### src/rtl/present_pkg.sv
// PRESENT-80 key-schedule shared definitions: widths, S-box tables, state type.
// Used by present80_key_step and present80_key_sched.
package present_pkg;

  localparam int KEY_W  = 80;
  localparam int RK_W   = 64;
  localparam int ROUNDS = 32;
  localparam int RND_W  = $clog2(ROUNDS);

  // Round index is stored as i-1, so the last round key K32 sits at 31.
  localparam logic [RND_W-1:0] LAST_RND = RND_W'(ROUNDS - 1);

  localparam logic [3:0] SBOX [16] = '{
    4'hC, 4'h5, 4'h6, 4'hB, 4'h9, 4'h0, 4'hA, 4'hD,
    4'h3, 4'hE, 4'hF, 4'h8, 4'h4, 4'h7, 4'h1, 4'h2
  };

  localparam logic [3:0] INV_SBOX [16] = '{
    4'h5, 4'hE, 4'hF, 4'h8, 4'hC, 4'h1, 4'h2, 4'hD,
    4'hB, 4'h4, 4'h6, 4'h3, 4'h0, 4'h7, 4'h9, 4'hA
  };

  function automatic logic [3:0] sbox4(input logic [3:0] x);
    return SBOX[x];
  endfunction

  function automatic logic [3:0] inv_sbox4(input logic [3:0] x);
    return INV_SBOX[x];
  endfunction

  typedef enum logic [1:0] {
    IDLE    = 2'd0,
    READY   = 2'd1,
    PRECOMP = 2'd2
  } state_e;

endpackage

### src/rtl/present80_key_step.sv
// One PRESENT-80 key-schedule round, purely combinational.
// dir=0: rotate left 61, S-box top nibble, xor counter into bits 19:15.
// dir=1: exact inverse of the above (xor counter, inverse S-box, rotate right 61).
module present80_key_step
  import present_pkg::*;
(
  input  logic [KEY_W-1:0] key_in,
  input  logic [4:0]       cnt,
  input  logic             dir,
  output logic [KEY_W-1:0] key_out
);

  logic [KEY_W-1:0] fwd_rot;
  logic [KEY_W-1:0] fwd_key;
  logic [KEY_W-1:0] inv_xor;
  logic [KEY_W-1:0] inv_sub;
  logic [KEY_W-1:0] inv_key;

  // Build both directions and select; the top level decides which one is used.
  // NOTE: every variable gets a full default assignment before any partial
  // update, so no path leaves a bit unassigned and no latch is inferred.
  always_comb begin
    fwd_rot          = {key_in[18:0], key_in[79:19]};
    fwd_key          = fwd_rot;
    fwd_key[79:76]   = sbox4(fwd_rot[79:76]);
    fwd_key[19:15]   = fwd_rot[19:15] ^ cnt;

    inv_xor          = key_in;
    inv_xor[19:15]   = key_in[19:15] ^ cnt;
    inv_sub          = inv_xor;
    inv_sub[79:76]   = inv_sbox4(inv_xor[79:76]);
    inv_key          = {inv_sub[60:0], inv_sub[79:61]};

    key_out          = dir ? inv_key : fwd_key;
  end

endmodule

### src/rtl/present80_key_sched.sv
// PRESENT-80 round-key generator: holds the 80-bit key register, the round
// index and the load/step FSM; presents K_i = key_reg[79:16] with index i-1.
// Optional macro PRESENT_INV_SCHED_EN adds decryption ordering: key_load_inv
// precomputes K32 over 31 cycles (busy=1), then rk_prev walks back to K1.
module present80_key_sched
  import present_pkg::*;
(
  input  logic             clk,
  input  logic             rst,
  input  logic [KEY_W-1:0] master_key,
  input  logic             key_load,
  input  logic             rk_next,
`ifdef PRESENT_INV_SCHED_EN
  input  logic             rk_prev,
  input  logic             key_load_inv,
`endif
  output logic [RK_W-1:0]  round_key,
  output logic [RND_W-1:0] rk_round,
  output logic             rk_valid,
  output logic             rk_last,
  output logic             busy
);

  state_e           state_q, state_d;
  logic [KEY_W-1:0] key_q, key_d;
  logic [RND_W-1:0] rnd_q, rnd_d;
  logic [KEY_W-1:0] step_key;
  logic [RND_W-1:0] step_cnt;
  logic             step_dir;
  logic             fwd_ok;
  logic             inv_ok;

  // A forward step needs READY and i<32; with the inverse build, a
  // simultaneous rk_prev cancels it.
`ifdef PRESENT_INV_SCHED_EN
  assign fwd_ok = (state_q == READY) && rk_next && !rk_prev && (rnd_q != LAST_RND);
  assign inv_ok = (state_q == READY) && rk_prev && !rk_next && (rnd_q != '0);
`else
  assign fwd_ok = (state_q == READY) && rk_next && (rnd_q != LAST_RND);
  assign inv_ok = 1'b0;
`endif

  // Forward uses c=i (stored i-1 plus one); inverse uses c=i-1 (stored value).
  assign step_dir = inv_ok;
  assign step_cnt = inv_ok ? rnd_q : rnd_q + 1'b1;

  present80_key_step u_step (
    .key_in  (key_q),
    .cnt     (step_cnt),
    .dir     (step_dir),
    .key_out (step_key)
  );

  // Next-state: loads take priority over stepping; illegal steps hold state.
  always_comb begin
    state_d = state_q;
    key_d   = key_q;
    rnd_d   = rnd_q;
`ifdef PRESENT_INV_SCHED_EN
    if (key_load_inv) begin
      state_d = PRECOMP;
      key_d   = master_key;
      rnd_d   = '0;
    end else
`endif
    if (key_load) begin
      state_d = READY;
      key_d   = master_key;
      rnd_d   = '0;
    end else begin
      case (state_q)
        READY: begin
          if (fwd_ok) begin
            key_d = step_key;
            rnd_d = rnd_q + 1'b1;
          end else if (inv_ok) begin
            key_d = step_key;
            rnd_d = rnd_q - 1'b1;
          end
        end
`ifdef PRESENT_INV_SCHED_EN
        PRECOMP: begin
          key_d = step_key;
          rnd_d = rnd_q + 1'b1;
          if (rnd_q == LAST_RND - 1'b1) begin
            state_d = READY;
          end
        end
`endif
        default: ;
      endcase
    end
  end

  // State, key register and round index; all clear on asynchronous reset.
  // NOTE: non-blocking assignments so every register samples pre-edge values.
  always_ff @(posedge clk or posedge rst) begin
    if (rst) begin
      state_q <= IDLE;
      key_q   <= '0;
      rnd_q   <= '0;
    end else begin
      state_q <= state_d;
      key_q   <= key_d;
      rnd_q   <= rnd_d;
    end
  end

  assign round_key = key_q[KEY_W-1 -: RK_W];
  assign rk_round  = rnd_q;
  assign rk_valid  = (state_q == READY);
  assign rk_last   = rk_valid && (rnd_q == LAST_RND);
`ifdef PRESENT_INV_SCHED_EN
  assign busy      = (state_q == PRECOMP);
`else
  assign busy      = 1'b0;
`endif

endmodule

### config.mk
export PLATFORM = sky130hd
export DESIGN_NAME = present80_key_sched
export DESIGN_NICKNAME = d
export VERILOG_FILES = /design/src/rtl/present_pkg.sv /design/src/rtl/present80_key_step.sv /design/src/rtl/present80_key_sched.sv
export SDC_FILE = /design/constraint.sdc
export NUM_CORES = 1
export LEC_CHECK = 0
export CAP_MARGIN = 0
export CORE_MARGIN = 2
export CORE_UTILIZATION = 50
export DETAILED_ROUTE_END_ITERATION = 6
export GPL_TIMING_DRIVEN = 0
export PLACE_DENSITY = 0.82
export SETUP_SLACK_MARGIN = 0.05
export SLEW_MARGIN = 20
export SYNTH_ARGS = -nofsm -noshare
export SYNTH_HDL_FRONTEND = slang
export SYNTH_SLANG_ARGS = --single-unit
### constraint.sdc
create_clock -name clk -period 6.2 [get_ports clk]
set_input_delay 1.24 -clock clk [delete_from_list [all_inputs] [get_ports clk]]
set_output_delay 1.24 -clock clk [all_outputs]
set_load 0.005 [all_outputs]
==> summary.txt <==
Outcome
  – Status: completed

CTS
  – CTS buffer count: 9
  – Post-CTS Resized: 0
  – CTS Root Cell: clkbuf_8
  – CTS H-tree depth: 3
  – Setup bufs post-CTS: 0
  – CTS tree: built
  – Clock latency on the worst-skew pair: 350 ps
  – Clock transition at path regs: 90 ps
  – Hold-fix buffer count after cts: 0
  – Sink Count: 86
  – Max Buffers Root-to-Sink: 2

Finish
  – # diodes: 0
  – Multi-input logic area: around 1900 sq um
  – Reg area: ~2200 sq um
  – Final nets: just over 700
  – Syn-to-layout area delta: 41.0%
  – Layout cells sized above 1: between 10% and 20%
  – FILL cells: 706

Synth
  – Top cells by area, synth: dfrtp_1 46%, mux2i_1 16%, buf_4 11%
  – Complex-gate fraction of the synthesized area: 10.1%
  – Synth Instances: between 400 and 500
  – Syn Area/Cell: around 10 sq um
  – Seq cells post-synth: 86
  – Main synth FF type: dfrtp_1
  – Post-synthesis cell type count: 37
  – Warnings, synthesis: 0
  – Main combinational cell family by area after synthesis: multiplexers
  – Post-Synth Adder-Cell Area: under 10%
  – Synth Area in Simple Gates: 9.03%
  – Post-synthesis mux area share: 16.9%
  – Syn_nets: 562
  – Post-Synth XOR/XNOR Area: under 10%
  – Share of Yosys cell area claimed by the top area cell type: 45.8%
  – Post-synth top cells: 86 x dfrtp_1, 80 x nand2_1, 75 x mux2i_1, 69 x buf_4, 67 x o21ai_0
  – Sequential element share of the synthesized area: between 40% and 50%
  – Post-synth EDFFs: 0
  – Most frequent cell after synthesis: dfrtp_1
  – Mapped cell area: 4700 sq um
  – Asr flop ratio synth: 100%
  – Synth area leader: dfrtp_1

Min path
  – Hold Crit Start: key_q[11]
  – Worst Hold Class: register to register
  – Hold EP: key_q[11]
  – Min-Delay Path Depth: 2

Setup path
  – Startpoint Class: register
  – Reg2reg start: rk_round[0]
  – Capture point of the worst reg-to-reg path: key_q[19]
  – Critical-path cell list: ha_1 > and3_1 > ha_1 > and2_1 > clkdlybuf4s50_1
  – Crit Path Max Fanout: 5
  – Slowest stage delay, CP: 480 ps
  – Endpoint type of the worst setup path: primary output
  – Slowest CP cell: dfrtp_1
  – Most frequent CP cell: ha_1
  – Critical Path AT: roughly 2100 ps
  – R2R depth: 9
  – Critical path type: register to primary output
  – CP Data Required Time: 4960 ps
  – Reg2reg setup slack: 3840 ps

Global route
  – Total global routing overflow: 0
  – First-pass GRT wire length: approximately 21000 um
  – Number of global-route vias before repair: 4043
  – Antenna violations before repair: 0
  – Largest net degree at the start of global routing: 53
  – Total track usage: 27.8%

Power and ir drop
  – Leakage: 3.08 nW
  – Maximum vdd drop: ~0.14 mV
  – Pwr per Cell Area: around 230 nW/um^2
  – Overall power: 1.55 mW

Timing
  – RSZ-0062 raised after global routing: no
  – Fmax: 299 MHz
  – Setup violators final: 0
  – Worst-Margin Slew: 647 ps
  – Period utilisation layout: between 50% and 60%
  – Final Max Slew Viols: 0
  – Setup TNS: 0 ps
  – Post-route minimum period: ~3300 ps
  – Final Hold Fails: 0
  – Slew HR: 56.9%
  – Hold slack: 564 ps
  – Clk_skew: 9.16 ps

Floorplanning
  – Die X: 101 um
  – Num rows: 35
  – Core area: 9200 sq um
  – I/O pins: 156
  – Die area: 10200 sq um
  – Initial core utilization: 51.1%
  – Die Ht: 101 um

Run
  – MaxCap Viol Count: 0

Drt
  – Routed Wire Length: 13900 um
  – Final ANT Viol Nets: 0
  – First-pass iteration count of the detailed router: 5
  – Starting DRC count in detailed routing: 194
  – Total via count in the routed design: 4070
  – DRC Markers: 0
  – Avg WL per Cell: 18.6 um
  – Vias/cell: 5.43

Place
  – DP Wirelength: 9970 um
  – Gpl congestion: 0.861
  – I/O Buffers: 153
where the power goes:
group	switching (mW)	total (mW)	internal, mW
combinational	0.152	0.407	0.255
clock	0.200	0.463	0.264
sequential	0.0577	0.676	0.618
cell families (layout without fill, tap and decap cells):
group / Yosys count / after routing
adder cells (fa/ha/maj): 7 / 7
AND/OR/NAND/NOR: 100 / 100
multiplexers: 77 / 77
AO/OA/AOI/OAI: 89 / 89
flip-flops: 86 / 86
other: 1 / 1
XOR/XNOR: 10 / 10
buffers and inverters: 101 / 269
routing by layer:
metal	vias up	track usage, %	share of wire, %
met5	-	0	0
met4	0	9.36	1.9
met3	27	4.44	6.9
met2	197	46.9	50
met1	1982	36.6	42
li1	1864	-	-
cell type report:
cell class                      count  share of cell area (%)
Buffer                             94                    9.78
Tap cell                          111                    2.10
Sequential cell                    86                    32.5
Clock inverter                      4                    1.47
Timing Repair Buffer              154                    23.5
Inverter                            7                   0.434
Multi-Input combinational cell    284                    28.3
Clock buffer                       10                    1.93
how the worst max path moves through the flow:
stage | cells after the start | end | start | slack, ps
floorplan | 1 | key_q[0] | rst | 2740
global placement | 2 | key_q[32] | rst | 1410
detailed placement | 5 | rk_last | rk_round[0] | 3250
CTS | 5 | rk_last | rk_round[0] | 2870
global route | 5 | rk_last | rk_round[0] | 2740
finish | 5 | rk_last | rk_round[0] | 2850
sequential cells by signal, summed over array words and instances (netlist names):
| name | flops |
|---|---|
| key_q | 80 |
| rk_round | 5 |
| state_q | 1 |
worst max-delay path: cells and delay by family (launching register included):
kind          cells  cell delay, ps
simple gates      2             340
flops             1             480
buf+inv           1             440
fa+ha+maj         2             490
through the flow:
stage	cells	area (sq um)	util, %	setup WS [ps]
after floorplan	471	4700	-	2740
after global placement	735	6370	69.3	1410
after detailed placement	736	6400	69.6	3250
after CTS	750	6630	72.0	2870
after global routing	750	6630	72.0	2740
final	750	6630	72.0	2850
placed cells by master, fill, tap and decap left out, types with 2 or more instances in the layout:
master / Yosys / layout
clkdlybuf4s50_1: 0 / 153
buf_4: 69 / 69
nand2_1: 80 / 80
ha_1: 7 / 7
clkbuf_8: 0 / 9
dfrtp_1: 86 / 86
o21ai_1: 10 / 10
nor3b_1: 3 / 3
a21oi_1: 3 / 3
clkbuf_1: 13 / 14
nand3b_1: 2 / 2
mux2i_1: 75 / 75
nor2b_1: 2 / 2
a22oi_1: 2 / 2
bufinv_16: 0 / 3
buf_2: 10 / 10
a221o_1: 2 / 2
o21ai_0: 67 / 67
mux4_2: 2 / 2
xnor2_1: 6 / 6
nor2_1: 4 / 4
xor2_1: 4 / 4
inv_1: 7 / 6
Power figures use the tool's default switching activity.
